File: config.mk
export PLATFORM = sky130hd
export DESIGN_NAME = bcd_to_bin_seq
export DESIGN_NICKNAME = d
export VERILOG_FILES = /design/src/rtl/bcd_to_bin_seq.sv
export SDC_FILE = /design/constraint.sdc
export NUM_CORES = 1
export LEC_CHECK = 0
export ABC_CLOCK_PERIOD_IN_PS = 2950
export CORE_MARGIN = 4
export CORE_UTILIZATION = 58
export DETAILED_ROUTE_END_ITERATION = 8
export PLACE_DENSITY = 0.84
export SYNTH_ARGS = -nofsm -noshare
export SYNTH_HDL_FRONTEND = slang
export SYNTH_SLANG_ARGS = --single-unit
File: constraint.sdc
create_clock -name clk -period 2.95 [get_ports clk]
set_clock_uncertainty 0.2 [all_clocks]
set_input_delay 0.295 -clock clk [delete_from_list [all_inputs] [get_ports clk]]
set_output_delay 0.295 -clock clk [all_outputs]
set_load 0.01 [all_outputs]
File: src/rtl/bcd_to_bin_seq.sv
// Sequential BCD-to-binary converter using reverse double-dabble.
// It performs one shift/correct iteration per clock and uses a start/busy/done handshake.
module bcd_to_bin_seq #(
   parameter int DIGITS = 4,
   parameter int BIN_W  = 14
) (
   input  logic                  clk,
   input  logic                  reset_n,
   input  logic                  start,
   input  logic [0:4*DIGITS-1]   bcdIn,
   output logic                  busy,
   output logic                  done,
   output logic [0:BIN_W-1]      binOut,
   output logic                  isValid
);

   localparam int W     = 4 * DIGITS;
   localparam int CNT_W = $clog2(W + 1);
   localparam logic [CNT_W-1:0] LAST = CNT_W'(W - 1);

   localparam logic [1:0] IDLE  = 2'd0;
   localparam logic [1:0] SHIFT = 2'd1;
   localparam logic [1:0] DONE  = 2'd2;

   logic [1:0]       state;
   logic [W-1:0]     bcd;
   logic [W-1:0]     bin;
   logic [CNT_W-1:0] cnt;
   logic             operand_ok;
   logic [W-1:0]     bcd_flat;
   logic [W-1:0]     bcd_next;
   logic [W-1:0]     bin_next;

   // Ascending-range port remapped to a descending vector; bcdIn[0] becomes bcd_flat[W-1].
   assign bcd_flat = bcdIn;

   function automatic logic digits_ok(input logic [W-1:0] v);
      logic ok;
      ok = 1'b1;
      for (int d = 0; d < DIGITS; d++)
         if (v[4*d +: 4] > 4'd9) ok = 1'b0;
      return ok;
   endfunction

   function automatic logic [W-1:0] dabble(input logic [W-1:0] v);
      logic [W-1:0] r;
      r = v;
      for (int d = 0; d < DIGITS; d++)
         if (r[4*d +: 4] >= 4'd8) r[4*d +: 4] = r[4*d +: 4] - 4'd3;
      return r;
   endfunction

   assign bin_next = {bcd[0], bin[W-1:1]};
   assign bcd_next = dabble({1'b0, bcd[W-1:1]});

   always_ff @(posedge clk or negedge reset_n) begin
      if (!reset_n) begin
         state      <= IDLE;
         bcd        <= '0;
         bin        <= '0;
         cnt        <= '0;
         operand_ok <= 1'b0;
         busy       <= 1'b0;
         done       <= 1'b0;
         binOut     <= '0;
         isValid    <= 1'b0;
      end else begin
         case (state)
            IDLE: begin
               if (start) begin
                  state      <= SHIFT;
                  bcd        <= bcd_flat;
                  bin        <= '0;
                  cnt        <= '0;
                  operand_ok <= digits_ok(bcd_flat);
                  busy       <= 1'b1;
               end
            end
            SHIFT: begin
               bcd <= bcd_next;
               bin <= bin_next;
               cnt <= cnt + CNT_W'(1);
               // Invalid operands still run all iterations so latency stays fixed.
               if (cnt == LAST) begin
                  state   <= DONE;
                  done    <= 1'b1;
                  binOut  <= operand_ok ? bin_next[BIN_W-1:0] : '0;
                  isValid <= operand_ok;
               end
            end
            DONE: begin
               state <= IDLE;
               done  <= 1'b0;
               busy  <= 1'b0;
            end
            default: state <= IDLE;
         endcase
      end
   end

endmodule

==> out/results.ini <==
[timing]
setup_viol = 0
worst_pin_slew_ps = 639.7
timing.fmax_mhz = 497.8
fin_crit_ps = 2009
slew_viol_final = 0
hold_viol = 0
rsz0062_at_grt = false
finalSetupTns_ps = 0
max-slew-margin-rel_pct = 57.36
finalCritPeriodShare_pct = 68.09

[critical_path]
crit_type = reg2reg
critPathCaptureType = flop
slowest_stage = dfrtp_1
crit_fanout = 16
path_cells = ha_1 -> and3_1 -> ha_1 -> nand3b_1 -> buf_4 -> mux2_2
crit_top_cell = ha_1
crit_path_start_kind = flop
critical_path_arrival_ps = 2020
worstPathRequired_ps = 2960
slowest_delay_ps = 420

[power]
p_clk_share_pct = 14.6
p_int_mw = 1.849
powerDensity_nw_per_um2 = 947.4
power_frac_comb_pct = 39.1
switching_share_pct = 36.74
max-vdd-ir-drop_uv = 580.7
power_frac_seq_pct = 46.3
switching_power_mw = 1.074
leakage_nw = 1.415
p_total_mw = 2.923

[logic_synthesis]
syn_area_sq_um = 2579
async_reset_ff_share_pct = 100.0
post-synth-top-count-cell = dfrtp_1
synth_top_area_cell = dfrtp_1
synthTopCellsByCount = dfrtp_1 (56), nand2_1 (43), o21ai_0 (29)
yosysSeqAreaShare_pct = 54.34
synth_edf_count = 0
synth_cell_type_count = 32
synth.avg_cell_area_sq_um = 10.36
synth_area_leaders = dfrtp_1 (54%), nand2_1 (6.3%), o21ai_0 (5.6%)
synth_warnings = 0
syn_nets = 276
synth_ff_type = dfrtp_1
ys_ff_latch = 56
yosysTopAreaCellShare_pct = 54.34
syn_inst = 249

[floorplanning]
initial_core_util_pct = 62.23
design.die.area_sq_um = 5577
rows = 23
die_y_microns = 74.68
ios = 36
fp.dieW_microns = 74.68
core_sq_um = 4144

[route]
routed.top_layer = met4
first_pass_iters = 4
viasPerCell = 5.636
drc = 0
wl_met2_microns = 2320
routed-wl-met3_microns = 254
antenna_left = 0
post_drt_wl_per_cell_microns = 14.68
drt-total-wl_microns = 4962
num_vias = 1905
wl_met1_microns = 2249
drtIter0Drc = 113

[placed_design]
portBuffers = 35
gp_congestion = 0.8110
dp_hpwl_microns = 3534

[final_layout]
final_layout_size_suffix_gt1_share_pct = 8.333
antenna_cells = 0
fill_cells = 304
final-seq-area_sq_um = 1401
multi_input_area_sq_um = 1064
layout.nets = 314
syn_to_final_growth_pct = 19.65

[global_route]
grt_pass1_wl_microns = 8549
grt_pass1_vias = 1886
grtUsageTotal_pct = 20.38
grt_max_degree = 30
overflow = 0
antenna_found_initial = 0

[cts]
clock_latency_ps = 320
clockBufferDepth = 2
tritoncts = yes
cts_buffers = 5
htreeDepth = 2
path_clk_slew_ps = 110
cts_resized = 0
numClockSinks = 56
cts-root-buf = clkbuf_8

[run]
maxCapViolCount = 0

[status]
status = finished, final reports clean

[min_path]
holdCritPathClass = reg2reg

## area by class of cell
type	instances	area share, %
clock inverters	3	0.8110
well taps	50	2.028
clock buffers	5	2.230
repair buffers	45	13.71
multi-input cells	168	34.47
inverters	11	1.338
flip-flops and latches	56	45.42
## power by group through the flow
stage	Sequential (mW)	Combinational [mW]	Clock, mW
6_report	1.35	1.14	0.428
5_1_grt	1.40	1.29	0.473
4_1_cts	1.36	1.16	0.437
3_5_place_dp	1.37	1.15	0
3_3_place_gp	1.36	1.10	0
2_1_floorplan	1.30	0.849	0
## worst max-delay path: cells and delay by family, from the launching register on
family | cells | cell delay [ps]
flops | 1 | 420
simple gates | 2 | 310
fa+ha+maj | 2 | 440
buf+inv | 1 | 210
mux | 1 | 350
## cell families (layout without fill, tap and decap cells)
kind of cell,after synthesis,after routing,share of synthesized area (%)
AO/OA/AOI/OAI,78,78,19.70
AND/OR/NAND/NOR,64,64,10.67
flip-flops,56,56,54.34
buffers and inverters,25,64,4.512
multiplexers,12,12,4.852
adder cells (fa/ha/maj),8,8,3.882
XOR/XNOR,6,6,2.038
## what timing repair did
action	in CTS	in global routing
setup endpoints to repair	0	0
hold buffers	1	0
buffers inserted	0	0
endpoints found under the hold margin	27	0
## layer usage
layer | vias to the layer above | track usage, %
met5 | - | 0
met4 | 0 | 9.289
met3 | 15 | 5.207
met2 | 55 | 30.63
met1 | 894 | 28.02
li1 | 941 | -
## cell usage in the layout (no fill, tap or decap)
master / count
o21bai_2: 1
nand4_1: 1
a22oi_1: 3
o2bb2ai_1: 1
o22a_1: 3
and3_1: 1
a21oi_1: 12
clkbuf_8: 5
nor2b_2: 1
nand3b_1: 1
mux2_2: 4
nor2_1: 7
clkinv_1: 1
o22ai_1: 3
a2bb2oi_1: 3
inv_1: 10
nand3_1: 1
o21ai_1: 3
o31ai_1: 1
buf_2: 1
buf_4: 9
a22o_1: 16
xnor2_1: 3
clkinvlp_4: 1
dfrtp_1: 56
a221oi_1: 3
nand2_1: 43
nand2b_1: 1
xor2_1: 3
clkdlybuf4s50_1: 34
nor2b_1: 8
inv_6: 2
ha_1: 8
o21ai_0: 29
dlygate4sd3_1: 1
mux2i_1: 8
## registers in the layout (all words and copies together) (netlist names)
signal / count
cnt: 5
done: 1
busy: 1
bcd: 16
bin: 15
isValid: 1
state: 2
binOut: 14
operand_ok: 1
## worst paths after layout
path / start / endpoint / slack (ps) / depth (start not counted)
max: cnt[0] / isValid / 940 / 6
min: binOut[13] / binOut[13] / 280 / 2
max reg2reg: cnt[0] / isValid / 940 / 6
min reg2reg: binOut[13] / binOut[13] / 280 / 2
max in group asynchronous: reset_n / bin[7] / 1560 / 3
min in group asynchronous: reset_n / binOut[2] / 330 / 2
## metrics by stage
stage,area [sq um],utilization [%],hold WS [ps],setup slack [ps],cells
after floorplan,2579,-,-200.6,1059,249
after global placement,2982,71.95,151.8,927.9,329
after detailed placement,2982,71.95,155.9,918.6,329
after CTS,3085,74.46,291.2,931.8,338
after global routing,3085,74.46,321.5,830.3,338
final,3085,74.46,283.8,941.3,338
No activity file was read; power rests on OpenSTA's default activity.
